`config.mk`:
```
export PLATFORM = sky130hd
export DESIGN_NAME = fft16_agu
export DESIGN_NICKNAME = d
export VERILOG_FILES = /design/src/rtl/fft16_pkg.sv /design/src/rtl/fft16_bf_addr.sv /design/src/rtl/fft16_agu.sv
export SDC_FILE = /design/constraint.sdc
export NUM_CORES = 1
export LEC_CHECK = 0
export ABC_AREA = 1
export BUFFER_PORTS_ARGS = -buffer_cell sky130_fd_sc_hd__buf_2
export CAP_MARGIN = 5
export CORE_AREA = 2 2 55 57
export DETAILED_ROUTE_END_ITERATION = 10
export DIE_AREA = 0 0 57 59
export SKIP_LAST_GASP = 1
export SLEW_MARGIN = 20
export SYNTH_ARGS = -nofsm -noshare
export SYNTH_HDL_FRONTEND = slang
export SYNTH_HIERARCHICAL = 1
export SYNTH_SLANG_ARGS = --single-unit
```
`constraint.sdc`:
```
create_clock -name clk -period 6.3 [get_ports clk]
set_input_delay 1.26 -clock clk [delete_from_list [all_inputs] [get_ports clk]]
set_output_delay 1.26 -clock clk [all_outputs]
set_load 0.02 [all_outputs]
```
`src/rtl/fft16_pkg.sv`:
```
// Shared constants and state encoding for the 16-point radix-2 DIF FFT sequencer.
package fft16_pkg;

    localparam int FFT_N       = 16;
    localparam int FFT_LOG2N   = 4;
    localparam int FFT_NBF     = 8;

    localparam int FFT_ADDR_W  = 4;
    localparam int FFT_TW_W    = 3;
    localparam int FFT_STAGE_W = 2;
    localparam int FFT_K_W     = 3;
    localparam int FFT_DCNT_W  = 4;

    typedef logic [1:0] agu_state_t;

    localparam agu_state_t ST_IDLE  = 2'd0;
    localparam agu_state_t ST_RUN   = 2'd1;
    localparam agu_state_t ST_DRAIN = 2'd2;
    localparam agu_state_t ST_DONE  = 2'd3;

endpackage

```
`src/rtl/fft16_bf_addr.sv`:
```
// Combinational butterfly address map: (stage, k) -> upper/lower data address and twiddle index.
module fft16_bf_addr
    import fft16_pkg::*;
(
    input  logic [FFT_STAGE_W-1:0] stage,
    input  logic [FFT_K_W-1:0]     k,
    output logic [FFT_ADDR_W-1:0]  addr_a,
    output logic [FFT_ADDR_W-1:0]  addr_b,
    output logic [FFT_TW_W-1:0]    tw_addr
);

    logic [FFT_ADDR_W-1:0] span;
    logic [FFT_ADDR_W-1:0] j;
    logic [FFT_ADDR_W-1:0] grp_base;

    // Group base is grp*2*span, i.e. the high k bits moved up past the span bit.
    always_comb begin
        span     = FFT_ADDR_W'(FFT_N / 2) >> stage;
        j        = {1'b0, k} & (span - FFT_ADDR_W'(1));
        grp_base = ({1'b0, k} >> (2'd3 - stage)) << (3'd4 - {1'b0, stage});
        addr_a   = grp_base | j;
        addr_b   = addr_a + span;
        tw_addr  = FFT_TW_W'(j << stage);
    end

endmodule

```
`src/rtl/fft16_agu.sv`:
```
// Sequencer for the in-place 16-point DIF FFT: walks 4 stages x 8 butterflies with a drain barrier.
// Optional macro FFT16_AGU_INVERSE_EN adds the inverse input and tw_conj output.
module fft16_agu
    import fft16_pkg::*;
#(
    parameter int DRAIN_CYCLES = 2,
    parameter int ADDR_W       = FFT_ADDR_W,
    parameter int TW_W         = FFT_TW_W
) (
    input  logic              clk,
    input  logic              rst_n,
`ifdef FFT16_AGU_INVERSE_EN
    input  logic              inverse,
    output logic              tw_conj,
`endif
    input  logic              start,
    output logic              busy,
    output logic              done,
    output logic              bf_valid,
    input  logic              bf_ready,
    output logic [ADDR_W-1:0] addr_a,
    output logic [ADDR_W-1:0] addr_b,
    output logic [TW_W-1:0]   tw_addr,
    output logic [1:0]        stage,
    output logic              stage_last,
    input  logic              pipe_empty
);

    localparam logic [FFT_K_W-1:0]     K_LAST     = FFT_K_W'(FFT_NBF - 1);
    localparam logic [FFT_STAGE_W-1:0] STAGE_LAST = FFT_STAGE_W'(FFT_LOG2N - 1);
    localparam logic [FFT_DCNT_W-1:0]  DRAIN_LAST = FFT_DCNT_W'(DRAIN_CYCLES - 1);

    agu_state_t             state_q, state_d;
    logic [FFT_STAGE_W-1:0] stage_q, stage_d;
    logic [FFT_K_W-1:0]     k_q, k_d;
    logic [FFT_DCNT_W-1:0]  cnt_q, cnt_d;

    logic [FFT_ADDR_W-1:0]  map_a, map_b;
    logic [FFT_TW_W-1:0]    map_tw;
    logic                   run;

`ifdef FFT16_AGU_INVERSE_EN
    logic inv_q, inv_d;
`endif

    always_comb begin
        state_d = state_q;
        stage_d = stage_q;
        k_d     = k_q;
        cnt_d   = cnt_q;
`ifdef FFT16_AGU_INVERSE_EN
        inv_d   = inv_q;
`endif
        case (state_q)
            ST_IDLE: begin
                if (start) begin
                    state_d = ST_RUN;
                    stage_d = '0;
                    k_d     = '0;
`ifdef FFT16_AGU_INVERSE_EN
                    inv_d   = inverse;
`endif
                end
            end
            ST_RUN: begin
                if (bf_ready) begin
                    k_d = k_q + FFT_K_W'(1);
                    if (k_q == K_LAST) begin
                        state_d = ST_DRAIN;
                        cnt_d   = '0;
                    end
                end
            end
            ST_DRAIN: begin
                // Counter parks at its terminal value so a late pipe_empty still releases the barrier.
                if (cnt_q != DRAIN_LAST) begin
                    cnt_d = cnt_q + FFT_DCNT_W'(1);
                end
                if (cnt_q == DRAIN_LAST && pipe_empty) begin
                    if (stage_q == STAGE_LAST) begin
                        state_d = ST_DONE;
                    end else begin
                        state_d = ST_RUN;
                        stage_d = stage_q + FFT_STAGE_W'(1);
                        k_d     = '0;
                    end
                end
            end
            default: begin
                state_d = ST_IDLE;
            end
        endcase
    end

    always_ff @(posedge clk) begin
        if (!rst_n) begin
            state_q <= ST_IDLE;
            stage_q <= '0;
            k_q     <= '0;
            cnt_q   <= '0;
`ifdef FFT16_AGU_INVERSE_EN
            inv_q   <= 1'b0;
`endif
        end else begin
            state_q <= state_d;
            stage_q <= stage_d;
            k_q     <= k_d;
            cnt_q   <= cnt_d;
`ifdef FFT16_AGU_INVERSE_EN
            inv_q   <= inv_d;
`endif
        end
    end

    fft16_bf_addr u_bf_addr (
        .stage   (stage_q),
        .k       (k_q),
        .addr_a  (map_a),
        .addr_b  (map_b),
        .tw_addr (map_tw)
    );

    // Descriptor fields come straight from registered stage/k, so they hold under backpressure.
    assign run        = (state_q == ST_RUN);
    assign busy       = (state_q != ST_IDLE);
    assign done       = (state_q == ST_DONE);
    assign bf_valid   = run;
    assign addr_a     = run ? map_a  : '0;
    assign addr_b     = run ? map_b  : '0;
    assign tw_addr    = run ? map_tw : '0;
    assign stage      = stage_q;
    assign stage_last = run && (k_q == K_LAST);

`ifdef FFT16_AGU_INVERSE_EN
    assign tw_conj    = run && inv_q;
`endif

endmodule

```
==> results.py, run 1 <==
metrics = {
    "finish": {
        "final_common_cell": "nand2_1",
        "drive_gt1_frac": 0.187,
        "finalNetCount": 239,
        "final_cell_mix": "48 x nand2_1, 39 x inv_1, 32 x nor2_1",
        "syn_to_final_growth_pct": 13.4,
        "utilization": 0.493,
        "n_antenna_cell": 0,
    },
    "floorplanning": {
        "fp.dieW_microns": 57,
        "io_pins": 22,
        "core_sq_mm": 0.00271,
        "floorplan.initialDensity": 0.435,
        "fp.dieH_microns": 59,
        "placementRows": 19,
        "die_area_sq_mm": 0.00336,
    },
    "global_routing": {
        "grt_pass1_wl_mm": 4.47,
        "grt_max_degree": 15,
        "grt_overflow": 0,
        "grt_use_met3": 0.0218,
        "antenna_found_initial": 0,
        "grt-busiest-layer": "met2",
        "grt_util_met1": 0.199,
        "use_met2": 0.299,
        "grt_pass1_vias": 1087,
        "gr-usage-all-layers": 0.168,
    },
    "route": {
        "num_vias": 1201,
        "firstDrtPassIters": 4,
        "drc": 0,
        "vias_per_cell": 4.80,
        "wl_mm": 2.63,
        "final_antenna_net_count": 0,
        "wl_per_cell_microns": 10.5,
        "initialDrtViolationCount": 34,
    },
    "timing": {
        "period_share": 0.676,
        "hold_viol": 0,
        "slew_violations": 0,
        "skew_ps": 2.00,
        "max_slew_margin": 0.682,
        "fin_tns_setup_ps": 0,
        "finalSetupViolations": 0,
        "max_freq_mhz": 235,
        "layout_min_cycle_time_ps": 4260,
        "rsz0062_at_grt": "no",
        "worstMarginPinSlew_ps": 475,
    },
    "cts": {
        "clkSinkCount": 11,
        "post-cts-setup-buffers": 0,
        "post_cts_resized": 0,
        "clk_pin_slew_worst_paths_ps": 70,
        "h-tree-depth": 1,
        "cts.path.max_buffers": 2,
        "root_buffer": "clkbuf_4",
        "cts_hold_buffers": 0,
        "cts_tree": "built",
        "clock_latency_ps": 280,
        "cts_buffers": 3,
    },
    "power": {
        "leakage_uw": 0.000776,
        "powerDensity_mw_per_mm2": 450,
        "ir_drop_mv": 0.230,
    },
    "worst_setup_path": {
        "cp-start-kind": "flip-flop",
        "path_cells": "inv_2 -> ha_1 -> inv_1 -> nand2_1 -> inv_1 -> nand3_1 -> o21ai_0 -> ha_1 -> fa_1 -> xor2_1 -> inv_1 -> nor2_1 -> buf_2",
        "critPathCaptureType": "output pin",
        "r2r-start": "k_q[1]",
        "worstSetupPathDepth": 13,
        "worstSetupEndpoint": "addr_b[2]",
        "crit_fanout": 13,
        "cp_top_family": "adder cells",
        "path_buf_inv": 5,
        "critPathLaunch": "stage[0]",
        "reg2reg_depth": 7,
        "cp.arrival_ps": 3000,
        "r2r_end": "state_q[0]",
        "max_stage_delay_ps": 590,
        "reg2reg_slack_ps": 4740,
        "required_ps": 5040,
        "crit_type": "reg -> out",
        "crit_path_frequent_cell": "inv_1",
        "critPathSlowestCell": "dfxtp_1",
    },
    "synth": {
        "syn_area_sq_mm": 0.00118,
        "syn_inst": 196,
        "ys_types": 25,
        "syn_area_per_cell_sq_um": 6.01,
        "yosys_warnings": 6,
        "ys_top_cells_by_area": "dfxtp_1 19%, nand2_1 15%, ha_1 14%",
        "syn_nets": 215,
        "synth_seq_cells": 11,
        "yosysSeqAreaShare": 0.187,
        "yosys.area.top_type": "dfxtp_1",
        "synth_top_area_share": 0.187,
    },
    "place": {
        "dp_hpwl_mm": 2.10,
        "portBuffers": 21,
        "place_congestion": 0.836,
    },
    "hold_path": {
        "hp-start": "cnt_q[3]",
        "hp-class": "reg -> reg",
    },
    "run": {
        "cap_violations": 0,
    },
    "run_status": {
        "status": "finished, final reports clean",
    },
}
[cells by family (layout without fill, tap and decap cells)]
family | count (synthesis) | in the layout | synth area share
XOR/XNOR | 2 | 2 | 0.0149
buffers and inverters | 46 | 69 | 0.152
flip-flops | 11 | 11 | 0.187
adder cells (fa/ha/maj) | 14 | 14 | 0.155
AND/OR/NAND/NOR | 106 | 106 | 0.406
AO/OA/AOI/OAI | 17 | 17 | 0.0860
[area by class of cell]
type	count	area (sq um)
inverters	44	166
well taps	31	38.8
repair buffers	21	105
multi-input cells	139	779
flip-flops and latches	11	220
clock buffers	4	26.3
fillers	292	1370
[sequential cells by signal (all words and copies together), names as in the netlist]
signal and cells:
cnt_q 4, k_q 3, stage 2, state_q 2
[per-stage QoR]
stage	hold slack [ps]	std cells	power (uW)	area (sq um)	setup WS [ps]
after floorplan	475	196	457	1180	2460
after global placement	501	246	546	1310	2420
after detailed placement	506	246	554	1310	2340
after CTS	525	250	606	1340	2040
after global routing	580	250	673	1340	1760
final	530	250	601	1340	2040
[cells in the mapped netlist (all sizes together)]
cell type and instances:
inv 43, ha 13, a31oi 2, xor2 1, dfxtp 11, nor2 34, fa 1, a21oi 5
o21ai 8, o221ai 1, o21a 1, buf 2, nand3 16, nand2 53, nand4 3, clkinv 1
xnor2 1
[worst register-to-register path, cell delays in order, from the launching register on]
cell and delay [ps]:
dfxtp_1 440, ha_1 200, ha_1 230, inv_1 80
o21ai_0 170, nand3_1 130, o21ai_0 160, inv_1 50
[worst min-delay path by stage]
stage | endpoint | slack [ps] | cells past startpoint
4_1_cts | cnt_q[3] | 520 | 2
3_5_place_dp | cnt_q[3] | 510 | 2
2_1_floorplan | cnt_q[3] | 470 | 2
5_1_grt | cnt_q[3] | 580 | 2
6_report | cnt_q[3] | 530 | 2
3_3_place_gp | cnt_q[3] | 500 | 2
[metal layers]
metal	up-vias	share of wire
li1	647	-
met1	526	0.46
met2	21	0.48
met3	7	0.038
met4	0	0.027
met5	-	0
[where the power goes]
part / switching (uW) / internal [uW] / total [uW] / leakage [uW]
logic: 268 / 141 / 410 / 0.000671
registers: 47.6 / 93.6 / 141 / 0.0000903
clock network: 26.0 / 24.6 / 50.6 / 0.0000150
total: 342 / 259 / 601 / 0.000776
Power figures use the tool's default switching activity.
==> inputs of run 2 (changes only) <==
clock period = 4.05 ns   (was 6.3 ns; I/O delays follow)
==> results.py, run 2 (synthesis gave the netlist of run 1 again) <==
metrics = {
    "worst_setup_path": {
        "crit_type": "reg -> out",
        "reg2reg_slack_ps": 2500,
        "crit_fanout": 13,
        "cp.arrival_ps": 2830,
        "critPathCaptureType": "output pin",
        "required_ps": 3240,
        "cp-start-kind": "flip-flop",
    },
    "place": {
        "placed_area_sq_mm": 0.00132,
        "place_congestion": 0.870,
        "portBuffers": 21,
        "dp_hpwl_mm": 2.10,
        "post-place-cells": 247,
        "post-place-ws_ps": 625,
    },
    "timing": {
        "fin_tns_setup_ps": 0,
        "worstMarginPinSlew_ps": 504,
        "hold_viol": 0,
        "rsz0062_at_grt": "no",
        "slew_violations": 0,
        "max_slew_margin": 0.663,
        "period_share": 0.898,
        "skew_ps": 2.49,
        "layout_min_cycle_time_ps": 3640,
        "max_freq_mhz": 275,
        "setup_ws_ps": 415,
        "finalSetupViolations": 0,
    },
    "finish": {
        "finalNetCount": 240,
        "drive_gt1_frac": 0.195,
        "utilization": 0.496,
        "final_cell_mix": "48 x nand2_1, 39 x inv_1, 32 x nor2_1",
        "design_area_sq_mm": 0.00135,
        "instances_no_fill": 251,
        "n_antenna_cell": 0,
        "largest_register_ffs": 4,
        "regMostFlops": "cnt_q",
        "final_common_cell": "nand2_1",
        "syn_to_final_growth_pct": 14.1,
        "reg_top3": "cnt_q x4, k_q x3",
    },
    "floorplanning": {
        "fp.dieW_microns": 57,
        "die_area_sq_mm": 0.00336,
        "fp.dieH_microns": 59,
        "core_sq_mm": 0.00271,
        "placementRows": 19,
        "io_pins": 22,
        "floorplan.initialDensity": 0.435,
    },
    "cts": {
        "clkSinkCount": 11,
        "root_buffer": "clkbuf_4",
        "cts_buffers": 3,
        "cts.path.max_buffers": 2,
        "clock_latency_ps": 280,
        "cts_tree": "built",
        "cts_hold_buffers": 0,
        "h-tree-depth": 1,
        "clk_pin_slew_worst_paths_ps": 70,
    },
    "power": {
        "switchingPower_uw": 533,
        "seqPwrFrac": 0.223,
        "leakage_uw": 0.000781,
        "comb_power_share": 0.693,
        "ir_drop_mv": 0.426,
        "power_frac_clock": 0.083,
        "powerDensity_mw_per_mm2": 700,
        "internal-power_uw": 408,
        "sw_frac_of_total": 0.566,
    },
    "global_routing": {
        "grt_overflow": 0,
        "use_met2": 0.305,
        "gr-usage-all-layers": 0.170,
        "grt_use_met3": 0.0131,
        "grt-busiest-layer": "met2",
        "grt_pass1_vias": 1057,
        "antenna_found_initial": 0,
        "grt_util_met1": 0.204,
        "grt_pass1_wl_mm": 4.51,
        "grt_max_degree": 15,
    },
    "hold_path": {
        "hp-class": "reg -> reg",
    },
    "route": {
        "firstDrtPassIters": 4,
        "wl_mm": 2.62,
        "initialDrtViolationCount": 48,
        "vias_per_cell": 4.76,
        "drc": 0,
        "num_vias": 1195,
        "final_antenna_net_count": 0,
        "wl_per_cell_microns": 10.4,
    },
    "run": {
        "cap_violations": 0,
    },
    "run_status": {
        "status": "finished, final reports clean",
    },
}
run 2: changes by cell type in the layout (fill, tap and decap cells not counted):
cell and change:
dfxtp_1 -1, buf_4 +1, dfxtp_2 +1
run 2: cell type report:
cell class                 count  area [sq um]
timing repair buffer          22           113
sequential                    11           221
tap                           31          38.8
clock buffer                   4          26.3
fill                         298          1370
inverter                      44           166
multi-input combinational    139           779
run 2: timing repair:
item,in CTS,in global routing
buffers inserted,0,0
resized for setup,0,1
endpoints found under the setup margin,0,1
run 2: per-stage QoR:
step	total power [uW]	hold WS, ps
floorplan	711	475
global placement	856	499
detailed placement	866	511
CTS	949	531
global route	1050	575
finish	941	522
run 2: power by group through the flow:
stage / clock network, uW / logic (uW) / registers (uW)
final: 78.5 / 653 / 210
after global routing: 83.8 / 749 / 219
after CTS: 83.1 / 657 / 209
after detailed placement: 0 / 654 / 212
after global placement: 0 / 646 / 210
after floorplan: 0 / 496 / 215
run 2: per-layer routing:
layer | vias up | wire length (microns)
li1 | 645 | -
met1 | 520 | 1230
met2 | 26 | 1260
met3 | 4 | 74
met4 | 0 | 55
met5 | - | 0
run 2: worst paths after layout:
path	end	depth (start not counted)	startpoint
hold / removal	cnt_q[3]	2	cnt_q[3]
hold reg to reg	cnt_q[3]	2	cnt_q[3]
setup reg to reg	state_q[0]	7	k_q[1]
setup / recovery	addr_b[3]	18	stage[0]
run 2: worst max-delay path, cell delays in order, from the launching register on:
cell and delay, ps:
dfxtp_1 310, buf_4 180, inv_2 110, ha_1 350, inv_1 110, nand2_1 50, inv_1 70, nand3_1 80
o221ai_1 220, ha_1 320, nand2_1 70, nand2_1 50, a31oi_1 170, inv_1 60, nand3_1 80, nand2_1 50
inv_1 50, nor2_1 30, buf_2 170
==> inputs of run 3 (changes only) <==
ABC_AREA = default   (was 1)
CELL_PAD_IN_SITES_DETAIL_PLACEMENT = 1   (was default)
CELL_PAD_IN_SITES_GLOBAL_PLACEMENT = 1   (was default)
CORE_AREA = 2 2 56 58   (was 2 2 55 57)
CTS_CLUSTER_SIZE = 16   (was default)
DIE_AREA = 0 0 58 60   (was 0 0 57 59)
PLACE_DENSITY_LB_ADDON = 0.1   (was default)
==> results.py, run 3 <==
metrics = {
    "route": {
        "wl_mm": 2.57,
        "firstDrtPassIters": 4,
        "wl_per_cell_microns": 14.0,
        "final_antenna_net_count": 0,
        "num_vias": 1002,
        "initialDrtViolationCount": 23,
        "vias_per_cell": 5.45,
        "drc": 0,
    },
    "timing": {
        "max_slew_margin": 0.419,
        "fin_tns_setup_ps": 0,
        "skew_ps": 5.15,
        "rsz0062_at_grt": "no",
        "worstMarginPinSlew_ps": 869,
        "max_freq_mhz": 272,
        "holdWs_ps": 550,
        "finalSetupViolations": 0,
        "hold_viol": 0,
        "period_share": 0.906,
        "layout_min_cycle_time_ps": 3670,
        "slew_violations": 0,
    },
    "finish": {
        "reg_top3": "cnt_q x4, k_q x3",
        "regMostFlops": "cnt_q",
        "n_antenna_cell": 0,
        "drive_gt1_frac": 0.205,
        "final_common_cell": "buf_2",
        "multiInputGateArea_sq_um": 808,
        "ff_latch_area_sq_um": 221,
        "fillCellCount": 363,
        "largest_register_ffs": 4,
        "finalNetCount": 171,
        "final_cell_mix": "21 x buf_2, 15 x nand2_1, 13 x and2_1, 13 x ha_1, 10 x dfxtp_1",
        "syn_to_final_growth_pct": 12.7,
    },
    "worst_setup_path": {
        "cp-start-kind": "flip-flop",
        "critPathCaptureType": "output pin",
        "required_ps": 3240,
        "crit_fanout": 14,
        "cp.arrival_ps": 2860,
        "crit_type": "reg -> out",
    },
    "cts": {
        "h-tree-depth": 1,
        "cts_hold_buffers": 0,
        "clock_latency_ps": 260,
        "cts_buffers": 3,
        "cts_tree": "built",
        "root_buffer": "clkbuf_4",
        "cts.path.max_buffers": 2,
        "clk_pin_slew_worst_paths_ps": 80,
        "clkSinkCount": 11,
        "post-cts-setup-buffers": 0,
    },
    "global_routing": {
        "grt_pass1_wl_mm": 4.44,
        "grt_max_degree": 19,
        "grt_pass1_vias": 991,
        "grt_overflow": 0,
        "antenna_found_initial": 0,
        "gr-usage-all-layers": 0.166,
    },
    "synth": {
        "syn_nets": 153,
        "syn_inst": 134,
        "synth_top_flop_cell": "dfxtp_1",
        "yosysSeqAreaShare": 0.203,
        "synth_edf_count": 0,
        "synth_top_area_share": 0.203,
        "yosysMostFrequentCell": "nand2_1",
        "ys_top_cells_by_area": "dfxtp_1 20%, ha_1 15%, and2_1 7.5%",
        "yosys.area.top_type": "dfxtp_1",
        "synth_seq_cells": 11,
        "yosys_warnings": 6,
        "syn_area_sq_mm": 0.00109,
        "synthTopCellsByCount": "15 x nand2_1, 13 x and2_1, 13 x ha_1, 11 x dfxtp_1, 7 x a21oi_1",
        "syn_area_per_cell_sq_um": 8.11,
        "ys_types": 39,
        "synthArstFlopShare": 0,
    },
    "run": {
        "cap_violations": 0,
    },
    "power": {
        "ir_drop_mv": 0.147,
        "leakage_uw": 0.000571,
        "internal-power_uw": 199,
        "sw_frac_of_total": 0.377,
        "switchingPower_uw": 120,
        "comb_power_share": 0.346,
        "seqPwrFrac": 0.418,
        "powerDensity_mw_per_mm2": 261,
        "power_frac_clock": 0.236,
    },
    "floorplanning": {
        "die_area_sq_mm": 0.00348,
        "fp.dieH_microns": 60,
        "floorplan.initialDensity": 0.375,
        "fp.dieW_microns": 58,
        "core_sq_mm": 0.00290,
        "io_pins": 22,
        "placementRows": 20,
    },
    "hold_path": {
        "hp-class": "reg -> reg",
    },
    "run_status": {
        "status": "finished, final reports clean",
    },
    "place": {
        "place_congestion": 0.768,
        "dp_hpwl_mm": 2.05,
        "portBuffers": 21,
    },
}
==> run 3: cell count changes after synthesis, moves of 4 or more <==
cell	before	now
nand3_1	13	4
mux2i_1	0	6
clkbuf_1	0	5
inv_2	4	0
inv_1	39	4
nand2_1	48	15
nor2_1	32	6
and2_1	0	13
==> run 3: path summary, 6_finish.rpt <==
check	from	end	slack [ps]	depth (start not counted)
worst max-delay path	stage[1]	addr_b[3]	380	10
worst max register to register	cnt_q[0]	k_q[0]	2090	5
worst min register to register	k_q[1]	k_q[1]	550	2
worst min-delay path	k_q[1]	k_q[1]	550	2
==> run 3: critical path: stages, from the launching register on <==
cell       delay [ps]
dfxtp_2           500
inv_1             160
ha_1              380
a2111oi_1         360
a21o_1            190
ha_1              250
a21o_1            160
a21oi_1           180
xor2_1            140
and2_1            120
buf_2             160
==> run 3: cell families (layout without fill, tap and decap cells) <==
kind of cell / after synthesis / count (layout) / synth area share
AO/OA/AOI/OAI: 25 / 25 / 0.173
XOR/XNOR: 6 / 6 / 0.0483
adder cells (fa/ha/maj): 14 / 14 / 0.168
buffers and inverters: 13 / 30 / 0.0552
flip-flops: 11 / 11 / 0.203
multiplexers: 6 / 6 / 0.0552
AND/OR/NAND/NOR: 59 / 59 / 0.298
==> run 3: metrics by stage <==
stage / worst slack, ps / area [sq um] / total power [uW] / cells / util
after floorplan: 585 / 1090 / 221 / 134 / -
after global placement: 533 / 1200 / 246 / 180 / 0.412
after detailed placement: 409 / 1200 / 248 / 180 / 0.412
after CTS: 94.4 / 1220 / 328 / 184 / 0.421
after global routing: 48.2 / 1220 / 348 / 184 / 0.422
final: 379 / 1220 / 319 / 184 / 0.422
==> run 3: area by class of cell <==
class | instances | area share
clock buffer | 4 | 0.0215
inverter | 4 | 0.0123
multi-input combinational | 110 | 0.660
sequential | 11 | 0.181
tap | 33 | 0.0337
timing repair buffer | 22 | 0.0919
==> run 3: what timing repair did <==
action,CTS,global route
endpoints found under the setup margin,0,1
endpoints found under the hold margin,0,0
gates resized for setup,0,2
==> run 3: power by group through the flow <==
stage | clock [uW] | combinational (uW) | sequential [uW]
floorplan | 0 | 95.6 | 125
CTS | 82.2 | 113 | 134
detailed placement | 0 | 112 | 136
global route | 88.2 | 124 | 136
finish | 75.3 | 110 | 134
global placement | 0 | 110 | 136
==> run 3: layer usage <==
layer,global-route usage,vias to the layer above,share of wire
met5,0,-,0
met4,0.0598,0,0.0078
met3,0.0195,2,0.035
met2,0.330,18,0.53
met1,0.178,477,0.43
li1,-,505,-
